===== src/rtl/cache_ctrl_mesi_plru_pkg.sv =====
// Shared types for the MESI/PLRU cache controller: line states, bus ops, FSM states.
package cache_mesi_pkg;
  typedef enum logic [1:0] {MESI_I = 2'b00, MESI_S = 2'b01, MESI_E = 2'b10, MESI_M = 2'b11} mesi_t;
  typedef enum logic [1:0] {BUS_NONE = 2'b00, BUS_RD = 2'b01, BUS_RDX = 2'b10, BUS_INV = 2'b11} bus_op_t;
  typedef enum logic [1:0] {ST_IDLE, ST_BUS, ST_COMMIT} fsm_t;
endpackage


===== src/rtl/cache_ctrl_mesi_plru_if.sv =====
// Processor request, snoop bus and snoop-response signals of the cache controller.
interface cache_ctrl_mesi_plru_if #(
  parameter int ASSOC    = 4,
  parameter int NUM_SETS = 256
);
  localparam int WAY_W = $clog2(ASSOC);
  localparam int IDX_W = $clog2(NUM_SETS);

  logic             req_valid, req_ready, req_wr, req_hit;
  logic [IDX_W-1:0] req_index;
  logic [WAY_W-1:0] req_hit_way;
  logic [1:0]       req_cur_state;
  logic             bus_req, bus_gnt, bus_shared;
  logic [1:0]       bus_op;
  logic             done;
  logic [WAY_W-1:0] done_way;
  logic [1:0]       done_state;
  logic             snp_valid, snp_hit, snp_flush, snp_upd;
  logic [1:0]       snp_op, snp_cur_state, snp_new_state;
  logic [IDX_W-1:0] snp_index;
  logic [WAY_W-1:0] snp_way;

  modport master (
    output req_valid, req_wr, req_index, req_hit, req_hit_way, req_cur_state,
           bus_gnt, bus_shared, snp_valid, snp_op, snp_index, snp_way, snp_hit, snp_cur_state,
    input  req_ready, bus_req, bus_op, done, done_way, done_state,
           snp_new_state, snp_flush, snp_upd
  );
  modport slave (
    input  req_valid, req_wr, req_index, req_hit, req_hit_way, req_cur_state,
           bus_gnt, bus_shared, snp_valid, snp_op, snp_index, snp_way, snp_hit, snp_cur_state,
    output req_ready, bus_req, bus_op, done, done_way, done_state,
           snp_new_state, snp_flush, snp_upd
  );
endinterface


===== src/rtl/cache_ctrl_mesi_plru_plru_tree.sv =====
// Tree pseudo-LRU: victim walk and path update. Node n has children 2n+1 / 2n+2;
// a node bit of 0 points to the lower-numbered half.
module plru_tree #(
  parameter  int ASSOC = 4,
  localparam int WAY_W = $clog2(ASSOC)
) (
  input  logic [ASSOC-2:0] bits,
  input  logic [WAY_W-1:0] access_way,
  output logic [WAY_W-1:0] victim,
  output logic [ASSOC-2:0] bits_nxt
);
  always_comb begin : victim_walk
    int node;
    node   = 0;
    victim = '0;
    for (int l = 0; l < WAY_W; l++) begin
      victim[WAY_W-1-l] = bits[node];
      node = 2*node + 1 + int'(bits[node]);
    end
  end

  // Every node on the path to the accessed way is turned to face the other half.
  always_comb begin : update_walk
    int node;
    node     = 0;
    bits_nxt = bits;
    for (int l = 0; l < WAY_W; l++) begin
      bits_nxt[node] = ~access_way[WAY_W-1-l];
      node = 2*node + 1 + int'(access_way[WAY_W-1-l]);
    end
  end
endmodule


===== src/rtl/cache_ctrl_mesi_plru.sv =====
// Per-core MESI transaction FSM with per-set tree PLRU and a registered snoop path.
// Perf counters are built only when CACHE_CTRL_PERF_CNT_EN is defined.
module cache_ctrl_mesi_plru
  import cache_mesi_pkg::*;
#(
  parameter  int ASSOC    = 4,
  parameter  int NUM_SETS = 256,
  parameter  int CNT_W    = 32,
  localparam int WAY_W    = $clog2(ASSOC),
  localparam int IDX_W    = $clog2(NUM_SETS)
) (
  input  logic                   clk,
  input  logic                   rst,
  cache_ctrl_mesi_plru_if.slave  bus_if,
  output logic [CNT_W-1:0]       cnt_hit,
  output logic [CNT_W-1:0]       cnt_miss,
  output logic [CNT_W-1:0]       cnt_snp_inv
);
  fsm_t             state, state_nxt;
  bus_op_t          op_q, op_nxt;
  logic             wr_q, hit_q, shared_q;
  logic [IDX_W-1:0] idx_q;
  logic [WAY_W-1:0] way_q, victim;
  mesi_t            cur_q, req_cur, done_st, snp_cur, snp_ns;
  logic [ASSOC-2:0] plru_mem [NUM_SETS];
  logic [ASSOC-2:0] tree_bits, tree_nxt;
  logic             eff_hit, no_bus, upg_loss, snp_fl, snp_up;

  assign req_cur = mesi_t'(bus_if.req_cur_state);
  assign eff_hit = bus_if.req_hit && (req_cur != MESI_I);
  assign no_bus  = eff_hit && (req_cur != MESI_S || !bus_if.req_wr);
  assign done_st = wr_q ? MESI_M : hit_q ? cur_q : shared_q ? MESI_S : MESI_E;

  // One tree instance: IDLE looks up the victim, COMMIT computes the updated bits.
  assign tree_bits = (state == ST_COMMIT) ? plru_mem[idx_q] : plru_mem[bus_if.req_index];
  plru_tree #(.ASSOC(ASSOC)) u_plru (
    .bits(tree_bits), .access_way(way_q), .victim(victim), .bits_nxt(tree_nxt)
  );

  // Another cache won the race for our line: the pending upgrade must refetch.
  assign upg_loss = (op_q == BUS_INV) && bus_if.snp_valid && bus_if.snp_hit &&
                    (bus_if.snp_op == BUS_RDX || bus_if.snp_op == BUS_INV) &&
                    (bus_if.snp_index == idx_q) && (bus_if.snp_way == way_q);

  always_comb begin
    state_nxt         = state;
    op_nxt            = op_q;
    bus_if.req_ready  = 1'b0;
    bus_if.bus_req    = 1'b0;
    bus_if.bus_op     = BUS_NONE;
    bus_if.done       = 1'b0;
    bus_if.done_way   = '0;
    bus_if.done_state = MESI_I;
    case (state)
      ST_IDLE: begin
        bus_if.req_ready = 1'b1;
        if (bus_if.req_valid) begin
          state_nxt = no_bus ? ST_COMMIT : ST_BUS;
          op_nxt    = !eff_hit ? (bus_if.req_wr ? BUS_RDX : BUS_RD) : BUS_INV;
        end
      end
      ST_BUS: begin
        bus_if.bus_req = 1'b1;
        bus_if.bus_op  = op_q;
        if (bus_if.bus_gnt) state_nxt = ST_COMMIT;
        else if (upg_loss)  op_nxt    = BUS_RDX;
      end
      ST_COMMIT: begin
        bus_if.done       = 1'b1;
        bus_if.done_way   = way_q;
        bus_if.done_state = done_st;
        state_nxt         = ST_IDLE;
      end
      default: state_nxt = ST_IDLE;
    endcase
  end

  always_ff @(posedge clk) begin
    if (rst) begin
      state    <= ST_IDLE;
      op_q     <= BUS_NONE;
      wr_q     <= 1'b0;
      hit_q    <= 1'b0;
      shared_q <= 1'b0;
      idx_q    <= '0;
      way_q    <= '0;
      cur_q    <= MESI_I;
      for (int s = 0; s < NUM_SETS; s++) plru_mem[s] <= '0;
    end else begin
      state <= state_nxt;
      op_q  <= op_nxt;
      if (state == ST_IDLE && bus_if.req_valid) begin
        wr_q  <= bus_if.req_wr;
        hit_q <= eff_hit;
        idx_q <= bus_if.req_index;
        way_q <= eff_hit ? bus_if.req_hit_way : victim;
        cur_q <= req_cur;
      end
      if (state == ST_BUS && bus_if.bus_gnt) shared_q <= bus_if.bus_shared;
      if (state == ST_COMMIT) plru_mem[idx_q] <= tree_nxt;
    end
  end

  assign snp_cur = mesi_t'(bus_if.snp_cur_state);
  always_comb begin
    snp_ns = MESI_I;
    snp_fl = 1'b0;
    snp_up = 1'b0;
    if (bus_if.snp_valid && bus_if.snp_hit) begin
      case (snp_cur)
        MESI_M: if (bus_if.snp_op == BUS_RD || bus_if.snp_op == BUS_RDX) begin
          snp_up = 1'b1;
          snp_fl = 1'b1;
          snp_ns = (bus_if.snp_op == BUS_RD) ? MESI_S : MESI_I;
        end
        MESI_E: if (bus_if.snp_op == BUS_RD || bus_if.snp_op == BUS_RDX) begin
          snp_up = 1'b1;
          snp_ns = (bus_if.snp_op == BUS_RD) ? MESI_S : MESI_I;
        end
        MESI_S: if (bus_if.snp_op == BUS_RDX || bus_if.snp_op == BUS_INV) snp_up = 1'b1;
        default: snp_up = 1'b0;
      endcase
    end
  end

  always_ff @(posedge clk) begin
    if (rst) begin
      bus_if.snp_new_state <= MESI_I;
      bus_if.snp_flush     <= 1'b0;
      bus_if.snp_upd       <= 1'b0;
    end else begin
      bus_if.snp_new_state <= snp_ns;
      bus_if.snp_flush     <= snp_fl;
      bus_if.snp_upd       <= snp_up;
    end
  end

`ifdef CACHE_CTRL_PERF_CNT_EN
  always_ff @(posedge clk) begin
    if (rst) begin
      cnt_hit     <= '0;
      cnt_miss    <= '0;
      cnt_snp_inv <= '0;
    end else begin
      if (state == ST_COMMIT && hit_q && cnt_hit != '1)   cnt_hit  <= cnt_hit + CNT_W'(1);
      if (state == ST_COMMIT && !hit_q && cnt_miss != '1) cnt_miss <= cnt_miss + CNT_W'(1);
      if (snp_up && snp_ns == MESI_I && cnt_snp_inv != '1) cnt_snp_inv <= cnt_snp_inv + CNT_W'(1);
    end
  end
`else
  assign cnt_hit     = '0;
  assign cnt_miss    = '0;
  assign cnt_snp_inv = '0;
`endif
endmodule


===== src/flat_wrapper.sv =====
// flat-port wrapper written by rule: the top's interface ports become plain ports
module cache_ctrl_mesi_plru_flat import cache_mesi_pkg::*;
#(
  parameter  int ASSOC    = 4,
  parameter  int NUM_SETS = 256,
  parameter  int CNT_W    = 32,
  localparam int WAY_W    = $clog2(ASSOC),
  localparam int IDX_W    = $clog2(NUM_SETS)
)
  (clk, rst, cnt_hit, cnt_miss, cnt_snp_inv, bus_if_req_valid, bus_if_req_wr, bus_if_req_index, bus_if_req_hit, bus_if_req_hit_way, bus_if_req_cur_state, bus_if_bus_gnt, bus_if_bus_shared, bus_if_snp_valid, bus_if_snp_op, bus_if_snp_index, bus_if_snp_way, bus_if_snp_hit, bus_if_snp_cur_state, bus_if_req_ready, bus_if_bus_req, bus_if_bus_op, bus_if_done, bus_if_done_way, bus_if_done_state, bus_if_snp_new_state, bus_if_snp_flush, bus_if_snp_upd);
  cache_ctrl_mesi_plru_if #(.ASSOC(ASSOC), .NUM_SETS(NUM_SETS)) bus_if_i ();
  input  logic clk;
  input  logic rst;
  output logic [CNT_W-1:0] cnt_hit;
  output logic [CNT_W-1:0] cnt_miss;
  output logic [CNT_W-1:0] cnt_snp_inv;
  input wire logic [$bits(bus_if_i.req_valid)-1:0] bus_if_req_valid;
  input wire logic [$bits(bus_if_i.req_wr)-1:0] bus_if_req_wr;
  input wire logic [$bits(bus_if_i.req_index)-1:0] bus_if_req_index;
  input wire logic [$bits(bus_if_i.req_hit)-1:0] bus_if_req_hit;
  input wire logic [$bits(bus_if_i.req_hit_way)-1:0] bus_if_req_hit_way;
  input wire logic [$bits(bus_if_i.req_cur_state)-1:0] bus_if_req_cur_state;
  input wire logic [$bits(bus_if_i.bus_gnt)-1:0] bus_if_bus_gnt;
  input wire logic [$bits(bus_if_i.bus_shared)-1:0] bus_if_bus_shared;
  input wire logic [$bits(bus_if_i.snp_valid)-1:0] bus_if_snp_valid;
  input wire logic [$bits(bus_if_i.snp_op)-1:0] bus_if_snp_op;
  input wire logic [$bits(bus_if_i.snp_index)-1:0] bus_if_snp_index;
  input wire logic [$bits(bus_if_i.snp_way)-1:0] bus_if_snp_way;
  input wire logic [$bits(bus_if_i.snp_hit)-1:0] bus_if_snp_hit;
  input wire logic [$bits(bus_if_i.snp_cur_state)-1:0] bus_if_snp_cur_state;
  output wire logic [$bits(bus_if_i.req_ready)-1:0] bus_if_req_ready;
  output wire logic [$bits(bus_if_i.bus_req)-1:0] bus_if_bus_req;
  output wire logic [$bits(bus_if_i.bus_op)-1:0] bus_if_bus_op;
  output wire logic [$bits(bus_if_i.done)-1:0] bus_if_done;
  output wire logic [$bits(bus_if_i.done_way)-1:0] bus_if_done_way;
  output wire logic [$bits(bus_if_i.done_state)-1:0] bus_if_done_state;
  output wire logic [$bits(bus_if_i.snp_new_state)-1:0] bus_if_snp_new_state;
  output wire logic [$bits(bus_if_i.snp_flush)-1:0] bus_if_snp_flush;
  output wire logic [$bits(bus_if_i.snp_upd)-1:0] bus_if_snp_upd;
  assign bus_if_i.req_valid = bus_if_req_valid;
  assign bus_if_i.req_wr = bus_if_req_wr;
  assign bus_if_i.req_index = bus_if_req_index;
  assign bus_if_i.req_hit = bus_if_req_hit;
  assign bus_if_i.req_hit_way = bus_if_req_hit_way;
  assign bus_if_i.req_cur_state = bus_if_req_cur_state;
  assign bus_if_i.bus_gnt = bus_if_bus_gnt;
  assign bus_if_i.bus_shared = bus_if_bus_shared;
  assign bus_if_i.snp_valid = bus_if_snp_valid;
  assign bus_if_i.snp_op = bus_if_snp_op;
  assign bus_if_i.snp_index = bus_if_snp_index;
  assign bus_if_i.snp_way = bus_if_snp_way;
  assign bus_if_i.snp_hit = bus_if_snp_hit;
  assign bus_if_i.snp_cur_state = bus_if_snp_cur_state;
  assign bus_if_req_ready = bus_if_i.req_ready;
  assign bus_if_bus_req = bus_if_i.bus_req;
  assign bus_if_bus_op = bus_if_i.bus_op;
  assign bus_if_done = bus_if_i.done;
  assign bus_if_done_way = bus_if_i.done_way;
  assign bus_if_done_state = bus_if_i.done_state;
  assign bus_if_snp_new_state = bus_if_i.snp_new_state;
  assign bus_if_snp_flush = bus_if_i.snp_flush;
  assign bus_if_snp_upd = bus_if_i.snp_upd;
  cache_ctrl_mesi_plru #(.ASSOC(ASSOC), .NUM_SETS(NUM_SETS), .CNT_W(CNT_W)) u_core (.clk(clk), .rst(rst), .bus_if(bus_if_i), .cnt_hit(cnt_hit), .cnt_miss(cnt_miss), .cnt_snp_inv(cnt_snp_inv));
endmodule

===== config.mk =====
export PLATFORM = sky130hd
export DESIGN_NAME = cache_ctrl_mesi_plru_flat
export DESIGN_NICKNAME = d
export VERILOG_FILES = /design/src/rtl/cache_ctrl_mesi_plru_pkg.sv /design/src/rtl/cache_ctrl_mesi_plru_if.sv /design/src/rtl/cache_ctrl_mesi_plru_plru_tree.sv /design/src/rtl/cache_ctrl_mesi_plru.sv /design/src/flat_wrapper.sv
export SDC_FILE = /design/constraint.sdc
export NUM_CORES = 2
export LEC_CHECK = 0
export CAP_MARGIN = 20
export CELL_PAD_IN_SITES_DETAIL_PLACEMENT = 1
export CELL_PAD_IN_SITES_GLOBAL_PLACEMENT = 1
export CORE_MARGIN = 2
export CORE_UTILIZATION = 52
export DETAILED_ROUTE_END_ITERATION = 6
export PLACE_DENSITY_LB_ADDON = 0.1
export SLEW_MARGIN = 0
export SYNTH_ARGS = -nofsm -noshare
export SYNTH_HDL_FRONTEND = slang
export SYNTH_SLANG_ARGS = --single-unit

===== constraint.sdc =====
create_clock -name clk -period 4.7 [get_ports clk]
set_clock_uncertainty 0.05 [all_clocks]
set_input_delay 0.94 -clock clk [delete_from_list [all_inputs] [get_ports clk]]
set_output_delay 0.94 -clock clk [all_outputs]
set_load 0.02 [all_outputs]

[After elaboration in Yosys (flattened, before gate mapping)]
Memory sizes are Yosys's and may differ from the RTL's. A register that Yosys moved wholly into a read port is not among the register bits.
Cells that the tools add are included.
Cells by class
  bitwise operators: 6
  shifts and indexed selects: 0
  $lt $le $gt $ge: 3
  divide/modulo/power cells: 0
  equality and inequality tests: 16
  reduce and logical (&&, ||, !) cells: 25
  multipliers: 0
  $add $sub $neg: 2
  muxes and demuxes: 40
Operator list (count)
  32-bit by 4-bit less-than comparator with 1-bit output (second input constant): 1
  2-bit 2-to-1 mux: 15
  8-bit 2-to-1 mux: 3
  1-bit 2-to-1 mux: 14
  2-bit equality test (second input constant): 6
  1-bit logical AND: 11
  8-bit equality test: 1
  2-bit one-hot mux with 2 select lines: 2
  2-bit by 1-bit equality test with 1-bit output (second input constant): 3
  3-bit 2-to-1 mux: 2
  2-bit != test (second input constant): 3
  1-bit NOT: 6
  3-bit OR reduction: 2
  1-bit by 1-bit adder with 2-bit output (first input constant): 2
  2-bit by 1-bit != test with 1-bit output (second input constant): 2
  4-bit AND reduction: 1
  2-bit nonzero test: 2
  2-bit OR reduction: 2
  4-bit OR reduction: 1
  3-bit bitwise mux: 1
  1-bit logical OR: 3
  2-bit by 3-bit less-than comparator with 1-bit output (second input constant): 1
  1-bit binary-select mux with 2-bit select: 1
  1-bit demux with 2-bit select: 1
  6 further kinds: 6
Word-level totals
  bits in latches: 0
  memories: 1
  input port bits: 35
  word-level logic and storage cells: 104
  RAM bits: 768
  bits in read-only memories: 0
  register bits: 23
Memory list
  u_core.plru_mem: words 256, bits a word 3, rd ports 2, clocked after memory_dff 1, write ports 256, RTL line cache_ctrl_mesi_plru.sv:25  | logic [ASSOC-2:0] plru_mem [NUM_SETS];

[Longest topological paths before layout]
  depth in word-level cells: 9
  gate-level depth with buffers: 16
  gate-level depth less buffers: 9

[Modules after synthesis]
From an unflattened synthesis, not the netlist that was laid out.
Unflattened totals
  cells, all modules: 3535
  area total of the unflattened synthesis: 44076.0 µm²
By module, submodules not included
  cache_ctrl_mesi_plru: seq. area each 23662.7 µm², cells each 3528, instances 1, area each 44029.7 µm²
  plru_tree: seq. area each 0.0 µm², cells each 7, instances 1, area each 46.3 µm²

[Worst setup path after synthesis]
Ideal clock, no wire load.
  path type: in2reg
  start point: input port bus_if_req_index[0]
  end point: memory u_core.plru_mem[176][1] (netlist bit), data pin
  required time: 4.380 ns
  path buffers: 6
  data arrival time: 3.546 ns
  cell stages on the path: 14
  slack: 0.834 ns
  path through: buf_6 -> buf_12 -> buf_12 -> buf_4 -> mux4_2 -> mux4_2 -> o22ai_1 -> a21oi_1 -> o211ai_1 -> nand3_1 -> mux2i_1 -> buf_2 -> buf_2 -> nor3_1
RTL lines
  from (decl): RTL line flat_wrapper.sv:19  | input wire logic [$bits(bus_if_i.req_index)-1:0] bus_if_req_index;
  to (decl): RTL line cache_ctrl_mesi_plru.sv:25

==> impl_summary.txt <==
----------------------------------------------------
[Run status]
  Status ... completed

[Layout]
  Post-layout utilization of the core ... 57.90%
  Combined area of the multi-input logic cells ... around 18000 sq um
  Fraction of layout cells with a size suffix above 1 ... a little over a fifth
  Number of fillers in the final layout ... between 8000 and 9000
  Final net count ... between 3000 and 4000
  P&R area growth vs syn ... 10.48%
  Sequential cell area in the final layout ... approximately 24000 sq um
  Post-Layout Inst Area ... a little under 50000 sq um

[Power]
  Reported leakage power ... 15.97 nW
  Switching fraction of total power ... ~27%
  Internal power contribution ... about 13 mW
  Worst IR Drop VDD ... 0.3017 mV
  Comb power frac ... between 10% and 20%
  Clock share of power ... between 30% and 40%
  Part of the total power dissipated in sequential elements ... around 46%
  Switching power summed over all nets ... approximately 5 mW
  Power density over cell area ... between 300 and 400 nW/um^2

[Clocking]
  Maximum clock insertion buffer count ... 3
  Total setup buffers inserted after CTS ... 0
  Clock H-tree levels ... 3
  Clock tree from TritonCTS ... done
  Hold_buf cts ... 0
  Number of sinks handled by clock tree synthesis ... ~800
  Clock-pin slew on the worst setup and hold paths ... around 60 ps
  Cell chosen for the clock root ... sky130_fd_sc_hd__clkbuf_16
  Post-cts resize count ... 0
  Insertion delay of the later-clocked pin in the worst-skew pair ... approximately 650 ps
  Number of CTS-inserted buffers ... 86

[Global route]
  Largest net degree at the start of global routing ... 100
  Global-route wire length before repair ... approximately 250 mm
  Overall overflow remaining after global route ... 0
  Vias in the first global route ... around 34000
  All-Layer GR Usage ... about two fifths
  Initial antenna violation count ... 7

[Routing]
  Via density per instance ... between 7 and 8
  Count of vias placed by the detailed router ... roughly 34000
  Number of remaining DRC errors ... 0
  Routed wire length per instance ... between 30 and 40 um
  Post-detailed-routing wire length ... approximately 170 mm
  Total iterations of the first detailed-routing run ... 5
  Number of DRC markers in iteration 0 ... 4767
  Remaining number of nets flagged by the antenna check after routing ... 0

[Die]
  Die Y ... 296.7 um
  Initial cell density of the core ... around 52%
  Width of the die ... 296.7 um
  Std-Cell Rows ... roughly 110
  Area of the placeable core ... ~85000 sq um
  Die Outline Area ... slightly below 90000 sq um
  Number of placed I/O pins ... between 100 and 150

[Place]
  Half-perimeter wire length of the detailed placement result ... between 100 and 150 mm
  Placer's final routability congestion estimate ... around 0.99
  Number of buffer cells added on primary ports ... 46
  Cell area reported after detailed placement ... ~46000 sq um

[Timing]
  Max Clk Rate ... 223.4 MHz
  Setup TNS ... 0 ps
  Final hold violations ... 0
  Worst slew slack as a fraction of its limit ... between 20% and 30%
  Final min period ... approximately 4500 ps
  Final clock period utilization by the worst path ... 95.25%
  Slew Viols, Final ... 0
  Tightest Pin Transition ... 1079 ps
  Unrepaired setup endpoints after global routing ... no
  Final setup violation count ... 0

[Worst setup path]
  Worst setup path category ... reg -> reg
  Crit path required time ... approximately 5100 ps
  Startpoint class of the critical path ... flip-flop
  Top fanout value on the critical path ... 30
  Arrival time reported for the critical path endpoint ... ~4900 ps
  CP Capture Type ... flip-flop

[Yosys]
  Number of synthesized flops with an enable pin ... around 770
  Avg Synthesized Cell Area ... around 13 sq um
  Synth warn ... 0
  Unique masters post-synth ... 74
  Share of synthesized area occupied by flip-flops and latches ... 53.11%
  Instance count of the mapped netlist ... between 3000 and 4000
  Synth Flop Type ... sky130_fd_sc_hd__edfxtp_1
  Synth async-reset ratio ... 0%
  Cell Area, Synth ... about 45000 sq um
  Flip-flop and latch count after synthesis ... approximately 800

[Job]
  Max Cap Violations ... 0

[Worst hold path]
  Path type of the worst min-delay path ... reg -> reg

----------------------------------------------------
[kinds of logic after synthesis]
kind of cell             count (synthesis)  synth area share, %
AO/OA/AOI/OAI                          566                7.687
XOR/XNOR                                10               0.1966
adder cells (fa/ha/maj)                  3              0.08426
buffers and inverters                  564                7.083
flip-flops                             798                53.11
multiplexers                           467                19.95
other                                    1             0.008417
AND/OR/NAND/NOR                       1128                11.88
[path summary, 6_finish.rpt]
| check | start | end | slack (ps) | depth (start not counted) |
|---|---|---|---|---|
| hold reg to reg | u_core.cur_q[0] | u_core.cur_q[0] | 420 | 2 |
| hold / removal | u_core.cur_q[0] | u_core.cur_q[0] | 420 | 2 |
| setup / recovery | flip-flop | u_core.way_q[0] | 220 | 14 |
| setup reg to reg | flip-flop | u_core.way_q[0] | 220 | 14 |
[metrics by stage]
| stage | setup slack (ps) | instances | hold WS (ps) | total power [mW] |
|---|---|---|---|---|
| after floorplan | 834.4 | 3633 | 381.2 | 9.943 |
| after global placement | 108.0 | 4530 | 391.0 | 10.88 |
| after detailed placement | 121.7 | 4530 | 408.5 | 10.95 |
| after CTS | 339.7 | 4680 | 417.9 | 17.81 |
| after global routing | 18.04 | 4680 | 437.1 | 18.22 |
| final | 223.1 | 4683 | 416.1 | 17.87 |
[cell type report]
cell class,instances,share of cell area (%)
timing repair buffer,304,6.233
sequential,798,48.10
clock buffer,109,4.739
inverter,13,0.1093
antenna,3,0.01525
clock inverter,41,0.9253
multi-input combinational,2271,36.97
tap,1144,2.908
[cells in the mapped netlist, drive strengths merged (3+ instances only)]
cell     number  area [sq um]
and2         11         68.82
nor2b        25         156.4
nand2b       12         75.07
a22oi        72         540.5
a31oi         7         43.79
buf         255          1896
a311oi        4         35.03
nor3b         4         30.03
a22o          5         43.79
a221oi        4         41.29
edfxtp      768         23060
mux2         16         180.2
a2111o        3         33.78
nor4         12         81.33
mux2i       125          1251
mux4        326          7455
ha            3         37.54
or2          20         125.1
o221ai       35         306.5
nand3b        3         22.52
and3          9         56.30
nand4        12         75.07
nor3        532          2663
a21oi        63         315.3
xor2          4         35.03
o311ai        3         26.28
xnor2         6         52.55
clkbuf      295          1201
or3           4         25.02
or4           4         30.03
dfxtp        30         600.6
inv          11         41.29
a211oi        7         52.55
a2111oi       9         85.08
o21ai       287          1440
nand2       126         473.0
a21boi        3         22.52
o22ai        47         294.0
nor2        304          1141
nand3        44         220.2
[worst max-delay path, cell delays in order, from the launching register on]
cell	delay [ps]
sky130_fd_sc_hd__dfxtp_4	740
sky130_fd_sc_hd__buf_12	300
sky130_fd_sc_hd__buf_12	300
sky130_fd_sc_hd__buf_4	210
sky130_fd_sc_hd__mux4_2	500
sky130_fd_sc_hd__a22oi_1	220
sky130_fd_sc_hd__a21oi_1	150
sky130_fd_sc_hd__o22ai_1	240
sky130_fd_sc_hd__nand2b_1	130
sky130_fd_sc_hd__a2111oi_0	80
sky130_fd_sc_hd__buf_4	180
sky130_fd_sc_hd__nor4_2	330
sky130_fd_sc_hd__mux2i_1	550
sky130_fd_sc_hd__buf_4	220
sky130_fd_sc_hd__a31oi_1	70
[power by group through the flow]
stage / Sequential [mW] / Clock (mW) / Combinational (mW)
2_1_floorplan: 8.23 / 0 / 1.71
3_3_place_gp: 8.34 / 0 / 2.54
4_1_cts: 8.22 / 6.99 / 2.60
3_5_place_dp: 8.37 / 0 / 2.58
6_report: 8.23 / 6.97 / 2.67
5_1_grt: 8.25 / 7.23 / 2.75
[sequential cells by signal, indices dropped and copies added (netlist names), 2 cells and up, named ones only]
name	cells
u_core.cur_q	2
u_core.idx_q	8
u_core.op_q	2
u_core.plru_mem	768
u_core.state	2
u_core.way_q	2
[layer usage]
| layer | wire [um] | track usage (%) | vias up |
|---|---|---|---|
| met5 | 20 | 0 | - |
| met4 | 8490 | 16.56 | 4 |
| met3 | 20480 | 9.429 | 469 |
| met2 | 78220 | 59.12 | 2478 |
| met1 | 62570 | 51.70 | 17563 |
| li1 | - | - | 13466 |
[cell usage in the layout, fill, tap and decap left out, types with 7 or more instances in the layout]
| cell type | netlist | layout |
|---|---|---|
| sky130_fd_sc_hd__mux2_2 | 16 | 16 |
| sky130_fd_sc_hd__clkinv_1 | 2 | 10 |
| sky130_fd_sc_hd__inv_1 | 11 | 10 |
| sky130_fd_sc_hd__a2111oi_0 | 8 | 8 |
| sky130_fd_sc_hd__buf_4 | 137 | 206 |
| sky130_fd_sc_hd__clkbuf_16 | 0 | 89 |
| sky130_fd_sc_hd__or2_2 | 20 | 20 |
| sky130_fd_sc_hd__mux4_1 | 30 | 30 |
| sky130_fd_sc_hd__and3_1 | 9 | 9 |
| sky130_fd_sc_hd__buf_12 | 3 | 54 |
| sky130_fd_sc_hd__nor2_1 | 304 | 303 |
| sky130_fd_sc_hd__nor4_1 | 11 | 11 |
| sky130_fd_sc_hd__nand3_2 | 0 | 8 |
| sky130_fd_sc_hd__a31oi_1 | 7 | 7 |
| sky130_fd_sc_hd__clkinv_2 | 0 | 20 |
| sky130_fd_sc_hd__a211oi_1 | 7 | 7 |
| sky130_fd_sc_hd__o21ai_0 | 285 | 285 |
| sky130_fd_sc_hd__and2_1 | 10 | 10 |
| sky130_fd_sc_hd__a21oi_1 | 63 | 63 |
| sky130_fd_sc_hd__o22ai_1 | 47 | 47 |
| sky130_fd_sc_hd__nand2b_1 | 12 | 12 |
| sky130_fd_sc_hd__o221ai_1 | 35 | 35 |
| sky130_fd_sc_hd__bufinv_16 | 0 | 10 |
| sky130_fd_sc_hd__edfxtp_1 | 768 | 768 |
| sky130_fd_sc_hd__dfxtp_1 | 30 | 26 |
| sky130_fd_sc_hd__clkdlybuf4s50_1 | 0 | 42 |
| sky130_fd_sc_hd__nor2b_1 | 25 | 21 |
| sky130_fd_sc_hd__nand4_1 | 12 | 12 |
| sky130_fd_sc_hd__nand3_1 | 44 | 36 |
| sky130_fd_sc_hd__mux4_2 | 296 | 296 |
| sky130_fd_sc_hd__clkbuf_1 | 285 | 17 |
| sky130_fd_sc_hd__nand2_1 | 126 | 114 |
| sky130_fd_sc_hd__nand2_2 | 0 | 12 |
| sky130_fd_sc_hd__conb_1 | 1 | 97 |
| sky130_fd_sc_hd__nor3_1 | 532 | 532 |
| sky130_fd_sc_hd__a22oi_1 | 72 | 72 |
| sky130_fd_sc_hd__mux2i_1 | 125 | 124 |
(Power assumes the default switching activity.)
